<file path="src/rtl/a51_stream_engine.sv">
// a51_stream_engine: A5/1 keystream generator with parallel key/frame load,
// majority-clocked mixing and an OUT_W-bit valid/ready output stream.
// Optional auto-frame mode bumps the frame number and regenerates back-to-back.
module a51_stream_engine #(
   parameter int KEY_BITS   = 64,
   parameter int FRAME_BITS = 22,
   parameter int MIX_CYCLES = 100,
   parameter int KS_BITS    = 228,
   parameter int OUT_W      = 4
) (
   input  logic                  clk,
   input  logic                  reset,
   input  logic                  start,
   input  logic                  abort,
   input  logic                  auto_frame,
   input  logic [KEY_BITS-1:0]   key,
   input  logic [FRAME_BITS-1:0] frame,
   output logic [OUT_W-1:0]      ks_data,
   output logic                  ks_valid,
   input  logic                  ks_ready,
   output logic                  busy,
   output logic                  done,
   output logic [FRAME_BITS-1:0] frame_cnt
);

   localparam int NUM_WORDS = KS_BITS / OUT_W;
   localparam int MAX_LOAD  = (KEY_BITS > FRAME_BITS) ? KEY_BITS : FRAME_BITS;
   localparam int MAX_CNT   = (MAX_LOAD > MIX_CYCLES) ? MAX_LOAD : MIX_CYCLES;
   localparam int CNT_W     = $clog2(MAX_CNT + 1);
   localparam int WC_W      = $clog2(NUM_WORDS + 1);
   localparam int GC_W      = $clog2(OUT_W);

   // Feedback tap masks for the three LFSRs.
   localparam logic [18:0] R1_TAPS = 19'h72000;   // bits 18,17,16,13
   localparam logic [21:0] R2_TAPS = 22'h300000;  // bits 21,20
   localparam logic [22:0] R3_TAPS = 23'h700080;  // bits 22,21,20,7

   generate
      if (KS_BITS % OUT_W != 0) begin : g_ks_multiple_check
         $error("KS_BITS must be a multiple of OUT_W");
      end
      if (OUT_W < 2) begin : g_out_w_check
         $error("OUT_W must be at least 2");
      end
   endgenerate

   typedef enum logic [2:0] {
      IDLE,
      LOAD_KEY,
      LOAD_FRAME,
      MIX,
      OUTPUT
   } state_t;

   state_t                state_q, state_d;
   logic [18:0]           r1_q, r1_d;
   logic [21:0]           r2_q, r2_d;
   logic [22:0]           r3_q, r3_d;
   logic [KEY_BITS-1:0]   key_q, key_d;        // key kept for auto-frame reloads
   logic [KEY_BITS-1:0]   key_sr_q, key_sr_d;  // working copy, shifted out LSB first
   logic [FRAME_BITS-1:0] fr_sr_q, fr_sr_d;
   logic [FRAME_BITS-1:0] frame_q, frame_d;
   logic [CNT_W-1:0]      cnt_q, cnt_d;
   logic [OUT_W-2:0]      gather_q, gather_d;
   logic [GC_W-1:0]       gcnt_q, gcnt_d;
   logic [OUT_W-1:0]      out_q, out_d;
   logic                  valid_q, valid_d;
   logic                  done_q, done_d;
   logic [WC_W-1:0]       w_prod_q, w_prod_d;
   logic [WC_W-1:0]       w_acc_q, w_acc_d;

   logic                  maj, fb1, fb2, fb3, load_bit, out_bit;
   logic [18:0]           ld_r1, mj_r1;
   logic [21:0]           ld_r2, mj_r2;
   logic [22:0]           ld_r3, mj_r3;
   logic [OUT_W-1:0]      word_next;
   logic                  hs, last_hs, word_full, step_ok;

   assign ks_data   = out_q;
   assign ks_valid  = valid_q;
   assign busy      = (state_q != IDLE);
   assign done      = done_q;
   assign frame_cnt = frame_q;

   // Candidate next register values for a load step and for a majority step.
   always_comb begin
      maj      = (r1_q[8] & r2_q[10]) | (r1_q[8] & r3_q[10]) | (r2_q[10] & r3_q[10]);
      fb1      = ^(r1_q & R1_TAPS);
      fb2      = ^(r2_q & R2_TAPS);
      fb3      = ^(r3_q & R3_TAPS);
      load_bit = (state_q == LOAD_KEY) ? key_sr_q[0] : fr_sr_q[0];
      ld_r1    = {r1_q[17:0], fb1 ^ load_bit};
      ld_r2    = {r2_q[20:0], fb2 ^ load_bit};
      ld_r3    = {r3_q[21:0], fb3 ^ load_bit};
      mj_r1    = (r1_q[8]  == maj) ? {r1_q[17:0], fb1} : r1_q;
      mj_r2    = (r2_q[10] == maj) ? {r2_q[20:0], fb2} : r2_q;
      mj_r3    = (r3_q[10] == maj) ? {r3_q[21:0], fb3} : r3_q;
      out_bit  = mj_r1[18] ^ mj_r2[21] ^ mj_r3[22];
      word_next = {gather_q, out_bit};
   end

   // Next-state and datapath update for the control FSM.
   always_comb begin
      // NOTE: every signal gets a default first so no path can infer a latch.
      state_d  = state_q;
      r1_d     = r1_q;
      r2_d     = r2_q;
      r3_d     = r3_q;
      key_d    = key_q;
      key_sr_d = key_sr_q;
      fr_sr_d  = fr_sr_q;
      frame_d  = frame_q;
      cnt_d    = cnt_q;
      gather_d = gather_q;
      gcnt_d   = gcnt_q;
      out_d    = out_q;
      valid_d  = valid_q;
      done_d   = 1'b0;
      w_prod_d = w_prod_q;
      w_acc_d  = w_acc_q;

      hs        = valid_q & ks_ready;
      last_hs   = hs && (w_acc_q == WC_W'(NUM_WORDS - 1));
      word_full = (gcnt_q == GC_W'(OUT_W - 1));
      // Stall only when this step would complete a word the output slot cannot take.
      step_ok   = (w_prod_q != WC_W'(NUM_WORDS)) && !(word_full && valid_q && !ks_ready);

      unique case (state_q)
         IDLE: begin
            if (start && !abort) begin
               state_d  = LOAD_KEY;
               r1_d     = '0;
               r2_d     = '0;
               r3_d     = '0;
               key_d    = key;
               key_sr_d = key;
               frame_d  = frame;
               cnt_d    = '0;
            end
         end

         LOAD_KEY: begin
            r1_d     = ld_r1;
            r2_d     = ld_r2;
            r3_d     = ld_r3;
            key_sr_d = key_sr_q >> 1;
            cnt_d    = cnt_q + CNT_W'(1);
            if (cnt_q == CNT_W'(KEY_BITS - 1)) begin
               state_d = LOAD_FRAME;
               cnt_d   = '0;
               fr_sr_d = frame_q;
            end
         end

         LOAD_FRAME: begin
            r1_d    = ld_r1;
            r2_d    = ld_r2;
            r3_d    = ld_r3;
            fr_sr_d = fr_sr_q >> 1;
            cnt_d   = cnt_q + CNT_W'(1);
            if (cnt_q == CNT_W'(FRAME_BITS - 1)) begin
               state_d = MIX;
               cnt_d   = '0;
            end
         end

         MIX: begin
            r1_d  = mj_r1;
            r2_d  = mj_r2;
            r3_d  = mj_r3;
            cnt_d = cnt_q + CNT_W'(1);
            if (cnt_q == CNT_W'(MIX_CYCLES - 1)) begin
               state_d  = OUTPUT;
               cnt_d    = '0;
               gather_d = '0;
               gcnt_d   = '0;
               w_prod_d = '0;
               w_acc_d  = '0;
            end
         end

         OUTPUT: begin
            if (hs) begin
               valid_d = 1'b0;
               w_acc_d = w_acc_q + WC_W'(1);
            end
            if (step_ok) begin
               r1_d     = mj_r1;
               r2_d     = mj_r2;
               r3_d     = mj_r3;
               gather_d = word_next[OUT_W-2:0];
               if (word_full) begin
                  out_d    = word_next;
                  valid_d  = 1'b1;
                  gcnt_d   = '0;
                  w_prod_d = w_prod_q + WC_W'(1);
               end else begin
                  gcnt_d = gcnt_q + GC_W'(1);
               end
            end
            if (last_hs) begin
               done_d  = 1'b1;
               valid_d = 1'b0;
               if (auto_frame) begin
                  state_d  = LOAD_KEY;
                  frame_d  = frame_q + FRAME_BITS'(1);
                  r1_d     = '0;
                  r2_d     = '0;
                  r3_d     = '0;
                  key_sr_d = key_q;
                  cnt_d    = '0;
               end else begin
                  state_d = IDLE;
               end
            end
         end

         default: state_d = IDLE;
      endcase

      // Abort wins over everything, including a simultaneous last handshake.
      if (abort && state_q != IDLE) begin
         state_d = IDLE;
         valid_d = 1'b0;
         done_d  = 1'b0;
      end
   end

   // State and datapath registers, cleared by the asynchronous reset.
   always_ff @(posedge clk or posedge reset) begin
      if (reset) begin
         state_q  <= IDLE;
         r1_q     <= '0;
         r2_q     <= '0;
         r3_q     <= '0;
         key_q    <= '0;
         key_sr_q <= '0;
         fr_sr_q  <= '0;
         frame_q  <= '0;
         cnt_q    <= '0;
         gather_q <= '0;
         gcnt_q   <= '0;
         out_q    <= '0;
         valid_q  <= 1'b0;
         done_q   <= 1'b0;
         w_prod_q <= '0;
         w_acc_q  <= '0;
      end else begin
         // NOTE: non-blocking assignments so every register samples pre-edge values.
         state_q  <= state_d;
         r1_q     <= r1_d;
         r2_q     <= r2_d;
         r3_q     <= r3_d;
         key_q    <= key_d;
         key_sr_q <= key_sr_d;
         fr_sr_q  <= fr_sr_d;
         frame_q  <= frame_d;
         cnt_q    <= cnt_d;
         gather_q <= gather_d;
         gcnt_q   <= gcnt_d;
         out_q    <= out_d;
         valid_q  <= valid_d;
         done_q   <= done_d;
         w_prod_q <= w_prod_d;
         w_acc_q  <= w_acc_d;
      end
   end

endmodule

</file>
<file path="config.mk">
export PLATFORM = sky130hd
export DESIGN_NAME = a51_stream_engine
export DESIGN_NICKNAME = d
export VERILOG_FILES = /design/src/rtl/a51_stream_engine.sv
export SDC_FILE = /design/constraint.sdc
export NUM_CORES = 1
export LEC_CHECK = 0
export ABC_CLOCK_PERIOD_IN_PS = 17300
export BUFFER_PORTS_ARGS = -buffer_cell sky130_fd_sc_hd__buf_2
export CAP_MARGIN = 15
export CORE_MARGIN = 3
export CORE_UTILIZATION = 50
export CTS_CLUSTER_DIAMETER = 100
export DETAILED_ROUTE_END_ITERATION = 10
export PLACE_DENSITY = 0.78
export SYNTH_ARGS = -nofsm -noshare
export SYNTH_HDL_FRONTEND = slang
export SYNTH_SLANG_ARGS = --single-unit
</file>
<file path="constraint.sdc">
create_clock -name clk -period 17.3 [get_ports clk]
set_input_delay 3.46 -clock clk [delete_from_list [all_inputs] [get_ports clk]]
set_output_delay 3.46 -clock clk [all_outputs]
set_load 0.01 [all_outputs]
</file>
==> metrics.yaml, run 1 <==
layout:
  fill_cells: 2056
  drive_above_1_share_pct: 20.9
  seqCellArea_um2: 6730
  area_growth_pct: 13.0
  layout.nets: 1371
  final_util_pct: 58.1
  multi_input_area_um2: 5490
yosys:
  seq_area_frac_synth_pct: 53.2
  synth_top_area_share_pct: 53.2
  ys_ff_latch: 269
  synth.avg_cell_area_um2: 10.6
  synth_fp_nets: 1298
  synth_compound_area_share_pct: 22.9
  netlist_area_um2: 12600
  yosysWarningCount: 0
  synthAdderAreaFrac_pct: 0.791
  synth-xor-area-share_pct: 1.25
  muxShareOfSynthArea_pct: 8.20
  synthTopCellsByArea: "dfrtp_1 53%, mux2_2 5.8%, o21ai_0 5.1%"
  synth-simple-area-share_pct: 10.0
  synthArstFlopShare_pct: 100
  synth_edf_count: 0
  yosysTopAreaCell: "dfrtp_1"
  ys.flop_type: "dfrtp_1"
  synth_cells: 1198
  synth_top_family_by_area: "compound AO/OA/AOI/OAI gates"
  synth_cell_types: 71
route:
  firstDrtPassIters: 5
  drcViolationCount: 0
  drtIter0Drc: 896
  avgRoutedWirePerCell_um: 17.9
  wl_um: 28900
  avgViaCountPerCell: 6.07
  vias: 9805
  ant_nets: 0
critical_path:
  crit_type: "reg2out"
  cp_max_fo: 81
  end_kind: "output port"
  crit_required_ns: 13.84
  arrival_ns: 2.33
  cp-start-kind: "flip-flop"
power:
  seqPwrFrac_pct: 49.8
  combPwrFrac_pct: 12.9
  irDropWorstVdd_v: 0.0000942
  power_density_nw_per_um2: 107
  cell_internal_pwr_mw: 1.11
  leakagePower_nw: 6.18
  sw_frac_of_total_pct: 27.1
  power_switching_uw: 413
  clkPwrFrac_pct: 37.3
worst_hold_path:
  hold_class: "reg2reg"
clock_tree:
  h-tree-depth: 1
  cts.sinks: 269
  root_buffer: "clkbuf_16"
  post_cts_buffers: 0
  cts-buffers-inserted: 28
  clk_pin_slew_ns: 0.07
  clock_latency_ns: 0.56
  cts_buffer_depth: 3
  cts-resized-gates: 0
  cts_tree: "yes"
  hold_buffers: 0
die:
  core_area_um2: 24600
  rows: 57
  initial_core_util_pct: 51.4
  io_pins: 121
  dieWidth_um: 165
  fp.dieH_um: 165
  dieArea_um2: 27200
timing:
  period_share_pct: 33.5
  setup_viol: 0
  hold_violations: 0
  period_minus_slack_ns: 5.79
  drv_slew: 0
  timing.fmax_mhz: 173
  finClkSkew_ns: 0.0228
  rsz0062_at_grt: "false"
  slew_headroom_pct: 35.5
  worst_slew_pin_slew_ns: 0.968
  setup_tns_ns: 0
global_routing:
  grt_use_total_pct: 21.0
  grt_pass1_vias: 9292
  grt_max_degree: 144
  gr-total-overflow: 0
  grt_antenna_before_repair: 2
  grt_pass1_wl_um: 47400
placement:
  io_buffers: 120
  dp_hpwl_um: 17500
  gp_congestion: 0.918
run_status:
  outcome: "completed"
job:
  drv_cap: 0
[cells by family after synthesis]
group	count (synthesis)
AOI/OAI and AO/OA	431
xor gates and xnor gates	18
adders and majority gates	8
buffers and inverters	108
DFF	269
muxes	94
and+or+nand+nor	270
[cells in the mapped netlist (all sizes together), types with 6 or more instances]
cell type,number
a21oi,58
a22o,55
buf,26
clkbuf,65
dfrtp,269
ha,8
inv,17
mux2,68
mux2i,26
nand2,145
nand2b,6
nand3,25
nand4,12
nor2,35
nor3,10
o21ai,131
o22a,63
o22ai,77
or3,11
xnor2,11
xor2,7
[area by class of cell]
| type | count | share of cell area, % |
|---|---|---|
| flip-flops and latches | 269 | 47.1 |
| multi-input cells | 821 | 38.4 |
| clock buffers | 40 | 5.50 |
| repair buffers | 134 | 5.08 |
| well taps | 324 | 2.84 |
| clock inverters | 9 | 0.534 |
| inverters | 17 | 0.499 |
| diodes | 1 | 0.0175 |
[worst max-delay path, stage by stage (launching register included)]
cell     delay, ns
dfrtp_2       0.38
buf_4         0.36
nor3_2        0.78
inv_1         0.09
buf_2         0.17
[registers in the layout, summed over array words and instances, names as in the netlist, 7 cells and up]
| register | flops |
|---|---|
| key_q | 64 |
| r3_q | 23 |
| fr_sr_q | 22 |
| r1_q | 19 |
| r2_q | 22 |
| frame_cnt | 22 |
| cnt_q | 7 |
| key_sr_q | 64 |
[layout by cell type, fill, tap and decap left out, drive strengths merged, types with 3 or more instances in the layout]
cell / instances
a21o: 5
a21oi: 58
a22o: 55
a31oi: 3
a32o: 3
and2: 3
buf: 134
clkbuf: 40
clkinv: 8
dfrtp: 269
ha: 8
inv: 18
mux2: 68
mux2i: 26
nand2: 145
nand2b: 6
nand3: 25
nand4: 12
nor2: 35
nor2b: 4
nor3: 10
nor3b: 4
nor4b: 3
o211ai: 3
o21ai: 131
o22a: 63
o22ai: 77
o31ai: 5
o41ai: 3
or2: 4
or3: 11
xnor2: 11
xor2: 7
[power groups by stage]
stage	logic (mW)	clock network, mW	registers, mW
5_1_grt	0.222	0.604	0.769
2_1_floorplan	0.140	0	0.758
4_1_cts	0.197	0.579	0.758
3_3_place_gp	0.188	0	0.766
3_5_place_dp	0.196	0	0.768
6_report	0.196	0.569	0.759
[metrics by stage]
| stage | instance area [um2] | worst slack (ns) | std cells | hold WS, ns | total power, mW |
|---|---|---|---|---|---|
| floorplan | 12600 | 6.43 | 1198 | 0.449 | 0.897 |
| global placement | 13400 | 11.65 | 1564 | 0.458 | 0.954 |
| detailed placement | 13400 | 11.55 | 1564 | 0.466 | 0.964 |
| CTS | 14300 | 11.45 | 1613 | 0.485 | 1.53 |
| global route | 14300 | 11.38 | 1614 | 0.507 | 1.59 |
| finish | 14300 | 11.51 | 1615 | 0.478 | 1.52 |
[per-layer routing]
layer	global-route usage, %	routed length [um]	vias to the layer above
met4	4.31	456	4
met1	30.9	13400	4887
met3	3.69	1690	40
li1	-	-	4579
met2	33.1	13300	295
met5	0	28	-
[path summary, 6_finish.rpt]
path | startpoint | end | slack [ns] | depth (start not counted)
worst max-delay path | state_q[1] | busy | 11.51 | 4
worst max register to register | state_q[1] | ks_data[3] | 14.29 | 6
worst min-delay path | fr_sr_q[4] | fr_sr_q[3] | 0.48 | 2
min in group asynchronous | reset | key_sr_q[16] | 3.10 | 2
max in group asynchronous | reset | state_q[1] | 12.67 | 3
worst min register to register | fr_sr_q[4] | fr_sr_q[3] | 0.48 | 2
Power figures use the tool's default switching activity.
==> run 2: changes to the inputs <==
--- a/config.mk
+++ b/config.mk
@@ -5,14 +5,14 @@
 export SDC_FILE = /design/constraint.sdc
 export NUM_CORES = 1
 export LEC_CHECK = 0
-export ABC_CLOCK_PERIOD_IN_PS = 17300
+export ABC_CLOCK_PERIOD_IN_PS = 4800
 export BUFFER_PORTS_ARGS = -buffer_cell sky130_fd_sc_hd__buf_2
 export CAP_MARGIN = 15
 export CORE_MARGIN = 3
 export CORE_UTILIZATION = 50
 export CTS_CLUSTER_DIAMETER = 100
 export DETAILED_ROUTE_END_ITERATION = 10
-export PLACE_DENSITY = 0.78
+export PLACE_DENSITY = 0.81
 export SYNTH_ARGS = -nofsm -noshare
 export SYNTH_HDL_FRONTEND = slang
 export SYNTH_SLANG_ARGS = --single-unit
==> constraint.sdc (replaced) <==
create_clock -name clk -period 4.8 [get_ports clk]
set_input_delay 0.96 -clock clk [delete_from_list [all_inputs] [get_ports clk]]
set_output_delay 0.96 -clock clk [all_outputs]
set_load 0.01 [all_outputs]
==> run 2 against run 1 <==
Register-to-register slack lost 12 ns; critical path depth down 1; setup slack lost 9.9 ns; core utilization increased by 0.49 points; via count is 1.1% higher; critical path type unchanged; critical endpoint unchanged; largest cell class unchanged.
==> metrics.yaml, run 2 (synthesized netlist as in run 1, its figures left out) <==
clock_tree:
  clock_latency_ns: 0.55  # about the same
  cts_tree: "yes"
  cts-resized-gates: 0  # unchanged
  cts_buffer_depth: 3  # unchanged
  cts.sinks: 269  # unchanged
  clk_pin_slew_ns: 0.07  # about the same
  h-tree-depth: 1  # unchanged
  hold_buffers: 0  # unchanged
  post_cts_buffers: 0  # unchanged
  cts-buffers-inserted: 26  # -7.1%
  root_buffer: "clkbuf_16"
timing:
  finClkSkew_ns: 0.0226  # -0.000124 ns
  setup_viol: 0  # unchanged
  period_share_pct: 65.4
  hold_violations: 0  # unchanged
  drv_slew: 0  # unchanged
  timing.fmax_mhz: 318
  worst_slew_pin_slew_ns: 1.12  # +0.156 ns
  rsz0062_at_grt: "false"
  setup_tns_ns: 0  # unchanged
  period_minus_slack_ns: 3.14
  slew_headroom_pct: 25.1  # -10 points
layout:
  final_util_pct: 58.6  # +0.49 points
  layout_commonest_cell: "dfrtp_1"
  area_growth_pct: 14.0
  final_cell_mix: "268 x dfrtp_1, 142 x nand2_1, 128 x o21ai_0, 120 x buf_2, 77 x o22ai_1"
  drive_above_1_share_pct: 21.2  # +0.39 points
  largest_registers: "key_q (64), key_sr_q (64), r3_q (23)"
  layout.nets: 1371  # unchanged
  diodes: 0  # -1
die:
  io_pins: 121  # unchanged
  rows: 57  # unchanged
  initial_core_util_pct: 51.4  # unchanged
  fp.dieH_um: 165  # unchanged
  dieWidth_um: 165  # unchanged
  dieArea_um2: 27200  # unchanged
  core_area_um2: 24600  # unchanged
route:
  vias: 9913  # +1.1%
  avgRoutedWirePerCell_um: 18.3  # +2.2%
  drtIter0Drc: 840  # -6.3%
  wl_um: 29500  # +2.2%
  avgViaCountPerCell: 6.14  # +1.2%
  ant_nets: 0  # unchanged
  firstDrtPassIters: 5  # unchanged
  drcViolationCount: 0  # unchanged
placement:
  io_buffers: 120  # unchanged
  dp_hpwl_um: 18000  # +3.0%
  gp_congestion: 0.865  # -5.7%
power:
  leakagePower_nw: 6.23  # +0.78%
  power_density_nw_per_um2: 396  # +270%
  irDropWorstVdd_v: 0.000288  # +210%
critical_path:
  r2r_start: "state_q[1]"
  crit_type: "reg2out"
  cp-start-kind: "flip-flop"
  end_kind: "output port"
  crit_required_ns: 3.84  # -10.00 ns
  slowest_stage: "dfrtp_2"
  setup.worst_path.start: "state_q[1]"
  worstPathCellList: "nor3_2, inv_1, buf_2"
  cp_max_fo: 40  # -51%
  slowest_delay_ns: 0.69  # -0.09 ns
  arrival_ns: 2.18  # -0.15 ns
global_routing:
  gr-total-overflow: 0  # unchanged
  grt_use_total_pct: 21.7  # +0.64 points
  grt_antenna_before_repair: 4  # +2
  grt_pass1_vias: 9788  # +5.3%
  grt_max_degree: 171  # +19%
  grt_pass1_wl_um: 48900  # +3.2%
worst_hold_path:
  min_from: "key_sr_q[43]"
  hold_class: "reg2reg"
job:
  drv_cap: 0  # unchanged
run_status:
  outcome: "completed"
==> run 2: final cells by class <==
| type | count | area [um2] |
|---|---|---|
| multi-input combinational | 821 | 5490 |
| timing repair buffer | 136 | 766 |
| clock buffer | 35 | 744 |
| sequential | 269 | 6730 |
| inverter | 17 | 67.6 |
| fill | 1981 | 10200 |
| clock inverter | 12 | 210 |
| tap | 324 | 405 |
==> run 2: metal layers <==
metal	track usage [%]	routed length [um]	vias up
li1	-	-	4572
met1	30.1	13100	4929
met2	35.0	14000	343
met3	3.79	1740	61
met4	6.56	682	8
met5	0	42	-
==> run 2: worst max-delay path, delay by kind of cell (launching register included) <==
kind | cells | cell delay [ns]
flops | 1 | 0.69
buf+inv | 2 | 0.27
simple gates | 1 | 0.69
==> run 2: worst paths after layout <==
kind                                 to  slack [ns]  cells past startpoint
setup / recovery                   busy        1.66                      3
hold / removal             key_sr_q[43]        0.48                      2
setup reg to reg             ks_data[3]        1.93                      5
hold reg to reg            key_sr_q[43]        0.48                      2
max in group asynchronous      r2_q[11]        3.45                      3
min in group asynchronous    fr_sr_q[7]        0.59                      3
==> run 2: metrics by stage <==
stage	instance area, um2	worst slack [ns]	hold slack [ns]	instances	total power [mW]
after CTS	14400	1.63	0.485	1613	5.74
final	14400	1.66	0.479	1614	5.71
after detailed placement	13400	1.51	0.469	1566	3.48
after floorplan	12700	0.287	0.449	1198	3.24
after global placement	13400	1.62	0.462	1566	3.44
after global routing	14400	1.50	0.499	1614	5.97
==> run 2: report_power, final <==
part           leakage (nW)  internal (mW)  switching (mW)  total, mW
logic                  2.36          0.325           0.388      0.713
clock network         0.473           1.36           0.896       2.26
registers              3.39           2.54           0.204       2.74
total                  6.23           4.22            1.49       5.71
==> run 3: changes to the inputs <==
--- a/config.mk
+++ b/config.mk
@@ -5,7 +5,7 @@
 export SDC_FILE = /design/constraint.sdc
 export NUM_CORES = 1
 export LEC_CHECK = 0
-export ABC_CLOCK_PERIOD_IN_PS = 4800
+export ABC_CLOCK_PERIOD_IN_PS = 2600
 export BUFFER_PORTS_ARGS = -buffer_cell sky130_fd_sc_hd__buf_2
 export CAP_MARGIN = 15
 export CORE_MARGIN = 3
==> constraint.sdc (replaced) <==
create_clock -name clk -period 2.6 [get_ports clk]
set_input_delay 0.52 -clock clk [delete_from_list [all_inputs] [get_ports clk]]
set_output_delay 0.52 -clock clk [all_outputs]
set_load 0.01 [all_outputs]
==> run 3 against run 2 <==
Die area did not move; wire length fell by 0.16%; register-to-register slack got worse by 1.8 ns; non-clock buffer count rose by 18; power rose by 84%; largest power group unchanged.
==> metrics.yaml, run 3 (synthesized netlist as in run 1, its figures left out) <==
timing:
  hold_slack_ns: 0.232  # -0.248 ns
  timing.fmax_mhz: 404
  period_minus_slack_ns: 2.48
  finClkSkew_ns: 0.0115  # -0.0111 ns
  setup_viol: 0  # unchanged
  slew_headroom_pct: 36.7  # +12 points
  setup_tns_ns: 0  # unchanged
  worst_slew_pin_slew_ns: 0.939  # -0.185 ns
  period_share_pct: 95.3
  rsz0062_at_grt: "false"
  hold_violations: 0  # unchanged
  drv_slew: 0  # unchanged
  setup_slack_ns: 0.122  # -1.54 ns
die:
  dieWidth_um: 165  # unchanged
  io_pins: 121  # unchanged
  initial_core_util_pct: 51.4  # unchanged
  fp.dieH_um: 165  # unchanged
  rows: 57  # unchanged
  core_area_um2: 24600  # unchanged
  dieArea_um2: 27200  # unchanged
critical_path:
  timing.critical_path.buf_inv: 4  # +2
  arrival_ns: 1.96  # -0.22 ns
  crit_family: "buffers and inverters"
  cp_common_cell: "buf_4"
  cp_max_fo: 16  # -60%
  slowest_delay_ns: 0.43  # -0.26 ns
  worstPathCellList: "buf_4, nor3_2, buf_4, inv_1, buf_2"
  crit_type: "reg2out"
  end_kind: "output port"
  cp-start-kind: "flip-flop"
  crit_required_ns: 2.08  # -1.76 ns
  slowest_stage: "nor3_2"
placement:
  dp_hpwl_um: 18200  # +0.99%
  pre_cts_ws_ns: 0.240  # -1.27 ns
  place_area_um2: 13700  # +1.8%
  gp_congestion: 0.893  # +3.2%
  io_buffers: 120  # unchanged
global_routing:
  grt_util_met3_pct: 4.64  # +0.85 points
  grt_max_degree: 129  # -25%
  grt_pass1_wl_um: 49200  # +0.56%
  use_met1_pct: 30.5  # +0.39 points
  grtUsageMet2_pct: 34.7  # -0.32 points
  grt_antenna_before_repair: 8  # +4
  grt_pass1_vias: 9689  # -1.0%
  busiest_layer: "met2"
  gr-total-overflow: 0  # unchanged
  grt_use_total_pct: 21.7  # +0.030 points
power:
  p_total_mw: 10.5  # +84%
  irDropWorstVdd_v: 0.000594  # +110%
  leakagePower_nw: 6.35  # +1.9%
  power_density_nw_per_um2: 718  # +81%
layout:
  largest_registers: "key_q (64), key_sr_q (64), r3_q (23)"
  drive_above_1_share_pct: 22.3  # +1.0 points
  area_growth_pct: 15.7
  layout.nets: 1391  # +1.5%
  design_area_um2: 14600  # +1.6%
  final_cell_mix: "268 x dfrtp_1, 142 x nand2_1, 128 x o21ai_0, 120 x buf_2, 77 x o22ai_1"
  layout_commonest_cell: "dfrtp_1"
route:
  ant_nets: 0  # unchanged
  drtIter0Drc: 985  # +17%
  firstDrtPassIters: 5  # unchanged
  drcViolationCount: 0  # unchanged
  vias: 9913  # unchanged
  wl_um: 29400  # -0.16%
  avgViaCountPerCell: 6.06  # -1.3%
  avgRoutedWirePerCell_um: 18.0  # -1.5%
worst_hold_path:
  hold_class: "in2reg"
clock_tree:
  cts.sinks: 269  # unchanged
  cts-resized-gates: 0  # unchanged
  cts-buffers-inserted: 28  # +7.7%
  h-tree-depth: 1  # unchanged
  clock_latency_ns: 0.53  # -0.02 ns
  cts_tree: "yes"
  clk_pin_slew_ns: 0.06  # about the same
  cts_buffer_depth: 3  # unchanged
  root_buffer: "clkbuf_16"
run_status:
  outcome: "completed"
job:
  drv_cap: 0  # unchanged
==> run 3: power breakdown <==
group	internal (mW)	leakage [nW]	total, mW	switching, mW
combinational	0.627	2.48	1.35	0.724
clock	2.47	0.474	4.12	1.65
sequential	4.69	3.39	5.05	0.362
==> run 3: worst paths after layout <==
path / start / endpoint / slack (ns) / depth (start not counted)
worst min-delay path: key[8] / key_q[8] / 0.23 / 2
worst max-delay path: state_q[1] / busy / 0.12 / 5
min in group asynchronous: reset / fr_sr_q[6] / 0.48 / 3
worst max register to register: w_acc_q[0] / r3_q[5] / 0.18 / 8
max in group asynchronous: reset / fr_sr_q[15] / 1.45 / 4
worst min register to register: key_sr_q[36] / key_sr_q[36] / 0.48 / 2
==> run 3: repair_timing <==
| item | 4_1_cts | 5_1_grt |
|---|---|---|
| hold buffers | 1 | 0 |
| setup buffers | 0 | 0 |
| endpoints found under the hold margin | 2 | 0 |
==> run 3: per-stage QoR <==
stage / utilization (%) / std cells
final: 59.5 / 1636
after global routing: 59.5 / 1636
after CTS: 59.5 / 1635
after detailed placement: 55.6 / 1584
after global placement: 55.6 / 1584
after floorplan: - / 1198
==> run 3: layout make-up <==
class,instances,area (um2)
inverter,17,67.6
sequential,269,6730
clock buffer,39,813
clock inverter,11,134
multi-input combinational,821,5490
tap,324,405
antenna,1,2.50
timing repair buffer,154,996
fill,2004,9970
==> run 3: worst reg2reg max path: stages (launching register included) <==
cell and delay, ns:
dfrtp_1 0.41, inv_1 0.07, ha_1 0.22, nand4b_1 0.18, o31a_1 0.23, nor2_2 0.07
o41ai_2 0.82, buf_12 0.22, a22o_1 0.15
==> run 3: layer usage <==
layer / routed length, um / vias to the layer above
met5: 79 / -
met4: 568 / 14
met3: 1980 / 65
li1: - / 4625
met1: 13000 / 4886
met2: 13800 / 323
